--- src/rtl/mem_arbiter.sv ---
// mem_arbiter: grants the shared main-memory port to one of three requesters
// (D-side store, D-cache fill, I-cache fill), issues eight pipelined word
// reads per fill and steers the returned words into the owning cache.
//
// state  | meaning
// -------+-----------------------------------------------------------
// IDLE   | no grant held; arbitration evaluated here only
// FILL_I | I-cache block fill: issuing reads and/or collecting words
// FILL_D | D-cache block fill: issuing reads and/or collecting words
// WRITE  | single-cycle write-through store on the memory port
module mem_arbiter #(
    parameter int MEM_LAT = 4,
    parameter int WORDS   = 8
) (
    input  logic        clk,
    input  logic        rst_n,
    input  logic        i_miss,
    input  logic [15:0] i_miss_addr,
    input  logic        d_miss,
    input  logic [15:0] d_miss_addr,
    input  logic        d_wr,
    input  logic [15:0] d_wr_addr,
    input  logic [15:0] d_wr_data,
    output logic        mem_en,
    output logic        mem_wr,
    output logic [15:0] mem_addr,
    output logic [15:0] mem_wdata,
    input  logic [15:0] mem_rdata,
    input  logic        mem_rvalid,
    output logic [15:0] fill_data,
    output logic [2:0]  fill_word,
    output logic        fill_we_i,
    output logic        fill_we_d,
    output logic        i_done,
    output logic        d_done,
    output logic        wr_done,
    output logic        i_busy,
    output logic        d_busy
);

    localparam logic [1:0] IDLE   = 2'd0;
    localparam logic [1:0] FILL_I = 2'd1;
    localparam logic [1:0] FILL_D = 2'd2;
    localparam logic [1:0] WRITE  = 2'd3;

    localparam logic [2:0] LAST_WORD = 3'(WORDS - 1);
    localparam logic [3:0] FLUSH_INIT = 4'(MEM_LAT);

    logic [1:0]  state;
    logic [2:0]  ic;
    logic [2:0]  rc;
    logic        issuing;
    logic [11:0] blk;
    logic        last_fill_d;
    logic [3:0]  flush_cnt;

    logic        wr_req;
    logic        dm_req;
    logic        im_req;
    logic        grant_i;
    logic        in_fill;
    logic        rv_ok;
    logic        unused_bits;

    // Low nibble of miss addresses selects a byte within the block; unused.
    assign unused_bits = ^{i_miss_addr[3:0], d_miss_addr[3:0]};

    // Requests whose done pulse is showing this cycle are already served.
    assign wr_req  = d_wr & ~wr_done;
    assign dm_req  = d_miss & ~d_done;
    assign im_req  = i_miss & ~i_done;
    // I wins over D when D filled last (anti-starvation) or D is not asking.
    assign grant_i = im_req & (last_fill_d | ~dm_req);

    assign in_fill = (state == FILL_I) | (state == FILL_D);
    // Read data still in flight from before a reset is dropped until the
    // memory pipeline has had MEM_LAT cycles to drain.
    assign rv_ok   = mem_rvalid & (flush_cnt == 4'd0);

    // Sequencer: grant, issue/receive counters, done pulses, fairness memory.
    always_ff @(posedge clk or negedge rst_n) begin
        if (!rst_n) begin
            state       <= IDLE;
            ic          <= 3'd0;
            rc          <= 3'd0;
            issuing     <= 1'b0;
            blk         <= 12'd0;
            last_fill_d <= 1'b0;
            flush_cnt   <= FLUSH_INIT;
            i_done      <= 1'b0;
            d_done      <= 1'b0;
            wr_done     <= 1'b0;
        end else begin
            i_done  <= 1'b0;
            d_done  <= 1'b0;
            wr_done <= 1'b0;
            if (flush_cnt != 4'd0) begin
                flush_cnt <= flush_cnt - 4'd1;
            end
            case (state)
                IDLE: begin
                    if (wr_req) begin
                        state <= WRITE;
                    end else if (grant_i) begin
                        state   <= FILL_I;
                        blk     <= i_miss_addr[15:4];
                        issuing <= 1'b1;
                        ic      <= 3'd0;
                        rc      <= 3'd0;
                    end else if (dm_req) begin
                        state   <= FILL_D;
                        blk     <= d_miss_addr[15:4];
                        issuing <= 1'b1;
                        ic      <= 3'd0;
                        rc      <= 3'd0;
                    end
                end
                FILL_I, FILL_D: begin
                    if (issuing) begin
                        ic <= ic + 3'd1;
                        if (ic == LAST_WORD) begin
                            issuing <= 1'b0;
                        end
                    end
                    if (rv_ok) begin
                        rc <= rc + 3'd1;
                        if (rc == LAST_WORD) begin
                            state <= IDLE;
                            if (state == FILL_I) begin
                                i_done      <= 1'b1;
                                last_fill_d <= 1'b0;
                            end else begin
                                d_done      <= 1'b1;
                                last_fill_d <= 1'b1;
                            end
                        end
                    end
                end
                WRITE: begin
                    state   <= IDLE;
                    wr_done <= 1'b1;
                end
                default: state <= IDLE;
            endcase
        end
    end

    // Memory port drive: reads while issuing a fill, one write in WRITE.
    always_comb begin
        mem_en    = 1'b0;
        mem_wr    = 1'b0;
        mem_addr  = 16'd0;
        mem_wdata = 16'd0;
        if (state == WRITE) begin
            mem_en    = 1'b1;
            mem_wr    = 1'b1;
            mem_addr  = d_wr_addr;
            mem_wdata = d_wr_data;
        end else if (in_fill && issuing) begin
            mem_en   = 1'b1;
            mem_addr = {blk, ic, 1'b0};
        end
    end

    // Fill steering: returned words go to whichever cache owns the grant.
    always_comb begin
        fill_data = mem_rdata;
        fill_word = rc;
        fill_we_i = (state == FILL_I) & rv_ok;
        fill_we_d = (state == FILL_D) & rv_ok;
    end

    // Stall sources, deliberately unregistered.
    always_comb begin
        i_busy = i_miss & ~i_done;
        d_busy = (d_miss | d_wr) & ~(d_done | wr_done);
    end

endmodule
--- config.mk ---
export PLATFORM = sky130hd
export DESIGN_NAME = mem_arbiter
export DESIGN_NICKNAME = d
export VERILOG_FILES = /design/src/rtl/mem_arbiter.sv
export SDC_FILE = /design/constraint.sdc
export NUM_CORES = 1
export LEC_CHECK = 0
export ABC_AREA = 1
export BUFFER_PORTS_ARGS = -buffer_cell sky130_fd_sc_hd__buf_2
export CAP_MARGIN = 40
export CORE_MARGIN = 10
export CORE_UTILIZATION = 36
export DETAILED_ROUTE_END_ITERATION = 12
export GPL_ROUTABILITY_DRIVEN = 0
export GPL_TIMING_DRIVEN = 0
export PLACE_DENSITY = 0.71
export RECOVER_POWER = 50
export SETUP_SLACK_MARGIN = 0.2
export SLEW_MARGIN = 20
export SYNTH_ARGS = -nofsm -noshare
export SYNTH_HDL_FRONTEND = slang
export SYNTH_SLANG_ARGS = --single-unit
--- constraint.sdc ---
create_clock -name clk -period 2.04 [get_ports clk]
set_input_delay 0.204 -clock clk [delete_from_list [all_inputs] [get_ports clk]]
set_output_delay 0.204 -clock clk [all_outputs]
set_load 0.02 [all_outputs]
# Word-level counts from Yosys, hierarchy flattened
# Cells that the tools add are included.
# word_totals
inputBits	86
ff_bits	29
# op_classes
add_sub_neg	3
muxes	35
n_reduce_logical	13
eq_ne	11
n_bitwise	18
# op_table
operator	count
two-way mux 16 bit	3
two-way mux 12 bit	2
two-way mux 1 bit	16
two-way mux 3 bit	5
case mux 3 bit (2 select lines)	2
AND reduction 3 bit	4
two-way mux 2 bit	5
AND 1 bit	8
inequality test 2 bit, second input constant	4
AND reduction 4 bit	2
adder 3 x 1 -> 3 bit, second input constant	2
== test 3 bit, second input constant	2
inverter 1 bit	6
case mux 2 bit (3 select lines)	1
== test 2 bit, second input constant	2
zero test 4 bit	1
inequality test 4 bit, second input constant	1
OR 1 bit	4
nonzero test 2 bit	2
nonzero test 4 bit	1
subtractor 4 x 1 -> 4 bit, second input constant	1
inequality test 3 bit, second input constant	1
== test 2 x 1 -> 1 bit, second input constant	1
zero test 2 bit	1
other kinds (3)	3

# Longest topological paths before layout
# Gate-level depths: netlist (run 1).
# logic_depth
ltp_word	8
depth_mapped	9

# Worst setup path before layout (run 1)
# Ideal clock, no wire load.
# synth_timing
path_type	flip-flop to output port
from	reg state[0]
to	out mem_addr[10]
t_arrival_ns	1.641
slack_ns	0.195
stages_incl_launch_ff	7
required_time_ns	1.836
path_cell_list	dfrtp_1 -> ha_1 -> buf_2 -> inv_2 -> buf_4 -> nand2_1 -> o21ai_0
# synth_via
elab_chain_len	5
word_cells_on_any_way	7
classes_between	eq/ne: 3; mux: 2; bitwise: 1; reduce/logical: 1
# synth_lines
element	line_no	rtl
start: declaration	49	logic [1:0] state;
start signal: assignment	83	state <= IDLE;
start signal: assignment	103	state <= WRITE;
start signal: assignment	105	state <= FILL_I;
== test 2 x 1 -> 1 bit or == test 2 bit (tied branches)	75	assign in_fill = (state == FILL_I) | (state == FILL_D);
OR 1 bit	75	
logical AND 1 bit	159	end else if (in_fill && issuing) begin
two-way mux 16 bit	159	
two-way mux 16 bit (*)	154	if (state == WRITE) begin
end: declaration	26	output logic [15:0] mem_addr,
# Mark *: on every way between the ends. The rest lies on a longest branch, timed or not.

# Worst setup path in the final report (run 1)
# Same ends and word-level chain as after synthesis.

==> results of run 1 <==
flip-flops by register name, summed over array words and instances, names as in the netlist:
register / flops
blk: 12
flush_cnt: 4
fill_word: 3
ic: 3
state: 2
d_done: 1
i_done: 1
issuing: 1
last_fill_d: 1
wr_done: 1
through the flow:
step | total power, mW | utilization
3_5_place_dp | 2.77 | 0.489
3_3_place_gp | 2.73 | 0.489
2_1_floorplan | 2.17 | -
6_report | 4.21 | 0.572
5_1_grt | 4.55 | 0.572
4_1_cts | 3.88 | 0.549
path summary, 6_finish.rpt:
check / from / endpoint / slack, ps / depth (start not counted)
setup / recovery: state[0] / mem_addr[10] / 120 / 7
hold / removal: d_miss_addr[14] / blk[10] / 210 / 5
setup reg to reg: state[0] / ic[0] / 320 / 10
hold reg to reg: flush_cnt[0] / flush_cnt[0] / 470 / 1
max in group asynchronous: rst_n / state[0] / 1020 / 2
min in group asynchronous: rst_n / flush_cnt[1] / 510 / 2
cells by family (layout without fill, tap and decap cells):
group,count (synthesis),after routing
AOI/OAI and AO/OA,20,20
xor gates and xnor gates,2,2
adders and majority gates,12,12
buffers and inverters,67,209
DFF,29,29
and+or+nand+nor,189,190
synth_stat cells:
| library cell | number |
|---|---|
| nor3_1 | 1 |
| ha_1 | 12 |
| nor2_2 | 3 |
| o21ai_1 | 5 |
| nor2_4 | 1 |
| nand3_2 | 2 |
| dfstp_2 | 1 |
| or2_2 | 1 |
| dfrtp_1 | 28 |
| xnor2_1 | 1 |
| buf_4 | 21 |
| nand4_1 | 1 |
| a21oi_1 | 1 |
| buf_6 | 2 |
| nand2_4 | 5 |
| xor2_1 | 1 |
| o21ai_0 | 14 |
| buf_2 | 5 |
| nand3_1 | 18 |
| nand2_2 | 5 |
| inv_1 | 35 |
| inv_4 | 1 |
| inv_2 | 3 |
| nor2_1 | 8 |
| nand2_1 | 141 |
| nand3b_1 | 3 |
repair_timing:
item,CTS,global route
endpoints found under the hold margin,28,0
pin swaps,2,10
buffers inserted,8,2
resized for setup,49,42
hold buffers,1,0
cloned,2,1
endpoints found under the setup margin,33,19
critical path, delay by kind of cell, from the launching register on:
family	cells	cell delay, ps
AOI/OAI and AO/OA	1	140
adders and majority gates	1	280
buffers and inverters	4	500
DFF	1	440
and+or+nand+nor	1	70
metal layers:
metal / global-route usage / routed length [um]
met5: 0 / 0
met4: 0.0425 / 125
met3: 0.0550 / 751
met2: 0.282 / 3970
met1: 0.177 / 3140
power groups by stage:
stage	combinational, mW	clock [mW]	sequential (mW)
floorplan	1.28	0	0.894
global placement	1.82	0	0.906
detailed placement	1.86	0	0.907
CTS	2.41	0.559	0.908
global route	3.01	0.582	0.956
finish	2.73	0.543	0.937
layout by cell type, fill, tap and decap left out, types with 2 or more instances in the layout:
cell type / Yosys / routed
nand2_1: 141 / 135
buf_2: 5 / 84
inv_1: 35 / 33
buf_4: 21 / 32
dfrtp_1: 28 / 27
clkbuf_1: 0 / 23
nand3_1: 18 / 18
buf_6: 2 / 17
nand2_2: 5 / 12
ha_1: 12 / 9
o21ai_4: 0 / 8
nor2_1: 8 / 8
clkbuf_8: 0 / 7
o21ai_1: 5 / 5
o21ai_0: 14 / 5
nand2_4: 5 / 4
inv_2: 3 / 3
nor2_2: 3 / 3
nand3b_1: 3 / 3
buf_8: 0 / 2
inv_4: 1 / 2
nand3_2: 2 / 2
ha_4: 0 / 2
layout make-up:
cell class	count	area [um^2]	share of cell area
timing repair buffer	134	781	0.232
tap	75	93.8	0.0279
sequential	29	728	0.216
inverter	39	164	0.0487
buffer	28	250	0.0744
clock buffer	7	96.3	0.0286
multi-input combinational	224	1250	0.370
clock inverter	1	5.00	0.00149
==> metrics.txt, run 1 <==
status=completed; Max Cap Violations=0; CP Class=reg2out; clock sink count=29; number of global-route vias before repair=2,561; Worst EP arrival=approximately 1700 ps; I/O Buffers=121; Mapped Cells=between 300 and 400; Die Y=around 98 um; Finished Layout Cells=between 500 and 600; part of the power in registers=0.223; Clock Pin Slew Worst Setup and Hold Paths=70 ps; Slew Limit Fails=0; simple-gate share of the synthesized area=0.380; initial antenna violation count=0; Clock power frac=0.129; final setup fails=0; crit-path cells=inv_2, ha_4, buf_8, nand2_8, buf_12, o21ai_4, buf_6; post-placement cell count=between 500 and 600; Syn-to-layout area delta=54.6%; main combinational cell family by area after synthesis=simple AND/OR/NAND/NOR gates; DRC=0; worst hold path class=in2reg; iteration-0 DRC count of the detailed router=between 100 and 150; Synth area leader=dfrtp_1; hold_ws=~210 ps; largest net degree at the start of global routing=30; maximum VDD drop=about 0.87 mV; H-tree depth=2; CTS Buf Count=5; GRT overflow=0; area of the mapped netlist=2180 um^2; sequential fraction of the synthesis area=0.334; first-pass GRT wire length=12.8 mm; Clk Tree Root Cell=clkbuf_8; row cnt=28; synthesized area per cell=6.82 um^2; top post-synthesis cells by area=dfrtp_1, nand2_1, buf_4, ha_1, inv_1; Final ANT Viol Nets=0; Logic pwr share=0.649; Area after DPL=roughly 2900 um^2; Required @ worst endpoint=~1800 ps; crit start category=flip-flop; Via density=roughly 4.6; layout cells sized above 1=0.411; pwr/cell area=1250 nW/um^2; RSZ-0062 raised after global routing=true; CTS tree=built; Yosys warning count=0; Filler Cell Count=~570; CP max stage cell=dfrtp_2; worst-skew pair later-pin latency=290 ps; Worst slew margin=0.508; Wirelength per Cell=roughly 15 um; mux cell area share after synthesis=0; number of failing hold endpoints at the final stage=0; die area=around 9600 um^2; # IOs=roughly 150; Pre-antenna DRT Iters=4; Crit Path Max Fanout=5; achievable frequency=a little over 0.5 GHz; Synth Area in Adders=0.0690; clk buf depth=2; CP max stage delay=between 400 and 500 ps; clock skew=7.91 ps; DP HPWL=a little over 6 mm; Synth top area share=0.322; Initial Util=0.370; Synth Area in Compound Gates=0.0460; Least-Margin Pin Slew=about 740 ps; fin crit period=around 1900 ps; sw frac=0.465; chip width=approximately 98 um; routed vias=between 2,000 and 2,500; core area=5890 um^2; #FFs+latches synth=29; post-synthesis cell type count=26; period utilisation layout=0.944; P_leak=about 2.0 nW; final instance area=3360 um^2; switching power=around 2.0 mW; DP Worst Slack=between 100 and 150 ps; Synth Area in XOR/XNOR=0.00805; GR Util All Layers=0.159; endpoint type of the worst setup path=primary output; Final Routed Wirelength=roughly 8 mm; Nets=approximately 560; number of diodes=0; Pint=about 2.3 mW; Post-Syn Nets=approximately 420; worst setup margin=between 100 and 150 ps; setup TNS=0 ps
Power figures use the tool's default switching activity.
==> run 2, diff against run 1 <==
--- a/config.mk
+++ b/config.mk
@@ -5,7 +5,6 @@
 export SDC_FILE = /design/constraint.sdc
 export NUM_CORES = 1
 export LEC_CHECK = 0
-export ABC_AREA = 1
 export BUFFER_PORTS_ARGS = -buffer_cell sky130_fd_sc_hd__buf_2
 export CAP_MARGIN = 40
 export CORE_MARGIN = 10
@@ -13,8 +12,9 @@
 export DETAILED_ROUTE_END_ITERATION = 12
 export GPL_ROUTABILITY_DRIVEN = 0
 export GPL_TIMING_DRIVEN = 0
-export PLACE_DENSITY = 0.71
+export PLACE_DENSITY = 0.72
 export RECOVER_POWER = 50
+export REMOVE_ABC_BUFFERS = 1
 export SETUP_SLACK_MARGIN = 0.2
 export SLEW_MARGIN = 20
 export SYNTH_ARGS = -nofsm -noshare
==> metrics.txt, run 2 <==
post-synthesis cell type count=38; Synth top area share=0.341; Max Cap Violations=0; crit-path cells=inv_4, ha_4, a21oi_4, buf_4, nor2_2, buf_4; top post-synthesis cells by area=dfrtp_1, mux2i_1, ha_1, and2_1, buf_4; Syn-to-layout area delta=36.8%; CP max stage cell=dfrtp_2; Required @ worst endpoint=about 1800 ps; Initial Util=0.371; chip width=between 90 and 100 um; worst hold path class=in2reg; Die Y=approximately 96 um; first-pass GRT wire length=between 9 and 10 mm; die area=between 9000 and 10,000 um^2; # IOs=146; synthesized area per cell=roughly 9.1 um^2; I/O Buffers=105; Crit path top cell by count=buf_4; largest registers=blk x12, flush_cnt x4; DP HPWL=~5.1 mm; Nets=423; most frequent cells in the layout=buf_2, mux2i_1, dfrtp_1; CTS Buf Count=5; pwr/cell area=1330 nW/um^2; period utilisation layout=0.895; final setup fails=0; core area=~5500 um^2; Biggest register=blk; iteration-0 DRC count of the detailed router=47; clock sink count=29; Worst slew margin=0.516; achievable frequency=about 0.55 GHz; Via density=4.85; hold_ws=between 200 and 250 ps; area of the mapped netlist=2060 um^2; #FFs+latches synth=29; Final ANT Viol Nets=0; layout cells sized above 1=0.420; initial antenna violation count=0; Worst EP arrival=about 1600 ps; Crit Path Max Fanout=6; Clk Tree Root Cell=clkbuf_8; Reg area=roughly 730 um^2; worst-skew pair later-pin latency=about 280 ps; max reg flops=12; setup TNS=0 ps; Wirelength per Cell=16.6 um; status=completed; RSZ-0062 raised after global routing=true; Mapped Cells=around 230; number of global-route vias before repair=roughly 1,900; DRC=0; sequential fraction of the synthesis area=0.353; Post-synth ARST share=1.00; GR Util All Layers=0.134; commonest register cell after synthesis=dfrtp_1; crit start category=flip-flop; clock skew=between 6 and 7 ps; CTS tree=built; commonest non-fill, non-tap cell in the layout=buf_2; CP Class=reg2out; row cnt=27; CP max stage delay=~450 ps; Clock Pin Slew Worst Setup and Hold Paths=around 70 ps; largest net degree at the start of global routing=30; Yosys warning count=0; GRT overflow=0; Filler Cell Count=about 520; Final Routed Wirelength=roughly 6.6 mm; Post-synth top cells=dfrtp_1, mux2i_1, and2_1; number of diodes=0; Least-Margin Pin Slew=between 700 and 800 ps; H-tree depth=2; Synth area leader=dfrtp_1; Slew Limit Fails=0; Pre-antenna DRT Iters=4; clk buf depth=2; EDFF count, synth=0; endpoint type of the worst setup path=primary output; P_leak=between 1 and 1.5 nW; maximum VDD drop=approximately 0.57 mV; Multi-input gate area=around 1200 um^2; routed vias=between 1,500 and 2,000; number of failing hold endpoints at the final stage=0; fin crit period=about 1800 ps
## run 2: cell types whose count changed after synthesis, sizes merged, moves of 4 or more
cell,delta
mux2i,+28
nand3,-11
nor2,+7
inv,-28
buf,-6
nand2,-133
clkbuf,+5
nand2b,+4
and2,+21
## run 2: power breakdown
group | total, mW | internal, mW | leakage (nW) | switching [mW]
Sequential | 0.941 | 0.778 | 0.362 | 0.163
Clock | 0.519 | 0.304 | 0.0542 | 0.215
Combinational | 2.29 | 0.959 | 1.06 | 1.34
## run 2: metrics by stage
step | setup WS, ps | cells | utilization | instance area (um^2) | total power, mW
3_5_place_dp | -257 | 377 | 0.455 | 2520 | 2.92
5_1_grt | 148 | 398 | 0.508 | 2810 | 4.07
3_3_place_gp | -941 | 376 | 0.451 | 2500 | 2.83
4_1_cts | 205 | 396 | 0.504 | 2790 | 3.77
2_1_floorplan | -346 | 199 | - | 1880 | 2.23
6_report | 215 | 398 | 0.508 | 2810 | 3.75
## run 2: logic make-up (layout without fill, tap and decap cells)
family	count (synthesis)	count (layout)	share of synthesized area
AND/OR/NAND/NOR	83	83	0.212
buffers and inverters	38	138	0.105
AO/OA/AOI/OAI	35	35	0.116
flip-flops	29	29	0.353
multiplexers	28	28	0.136
adder cells (fa/ha/maj)	12	12	0.0730
XOR/XNOR	1	1	0.00426
## run 2: cell type report
type / instances / share of cell area
multi-input cells: 159 / 0.415
flip-flops and latches: 29 / 0.259
repair buffers: 119 / 0.242
clock buffers: 7 / 0.0342
well taps: 72 / 0.0320
inverters: 11 / 0.0156
clock inverters: 1 / 0.00178
## run 2: worst paths after layout
check / start / end / slack [ps] / cells after the start
setup / recovery: state[1] / mem_addr[12] / 210 / 6
hold / removal: i_miss_addr[14] / blk[10] / 220 / 3
setup reg to reg: i_done / state[1] / 360 / 4
hold reg to reg: blk[11] / blk[11] / 480 / 2
max in group asynchronous: rst_n / state[1] / 1020 / 2
min in group asynchronous: rst_n / wr_done / 510 / 2
## run 2: critical path: cells and delay by family, from the launching register on
| family | cells | cell delay (ps) |
|---|---|---|
| flops | 1 | 450 |
| buf+inv | 3 | 400 |
| fa+ha+maj | 1 | 290 |
| simple gates | 1 | 140 |
| compound gates | 1 | 60 |
## run 2: what timing repair did
action                                  CTS  global route
pin swaps                                 4             1
cloned                                    0             0
buffers inserted                         10             2
gates resized for setup                  13             7
hold buffers                              1             0
endpoints found under the setup margin   38            22
hold endpoints to repair                 28             0
## run 2: metal layers
layer / global-route usage / part of all wire / wire (um)
met1: 0.146 / 0.37 / 2470
met2: 0.224 / 0.47 / 3110
met3: 0.0715 / 0.14 / 948
met5: 0 / 0 / 0
met4: 0.0369 / 0.0099 / 65
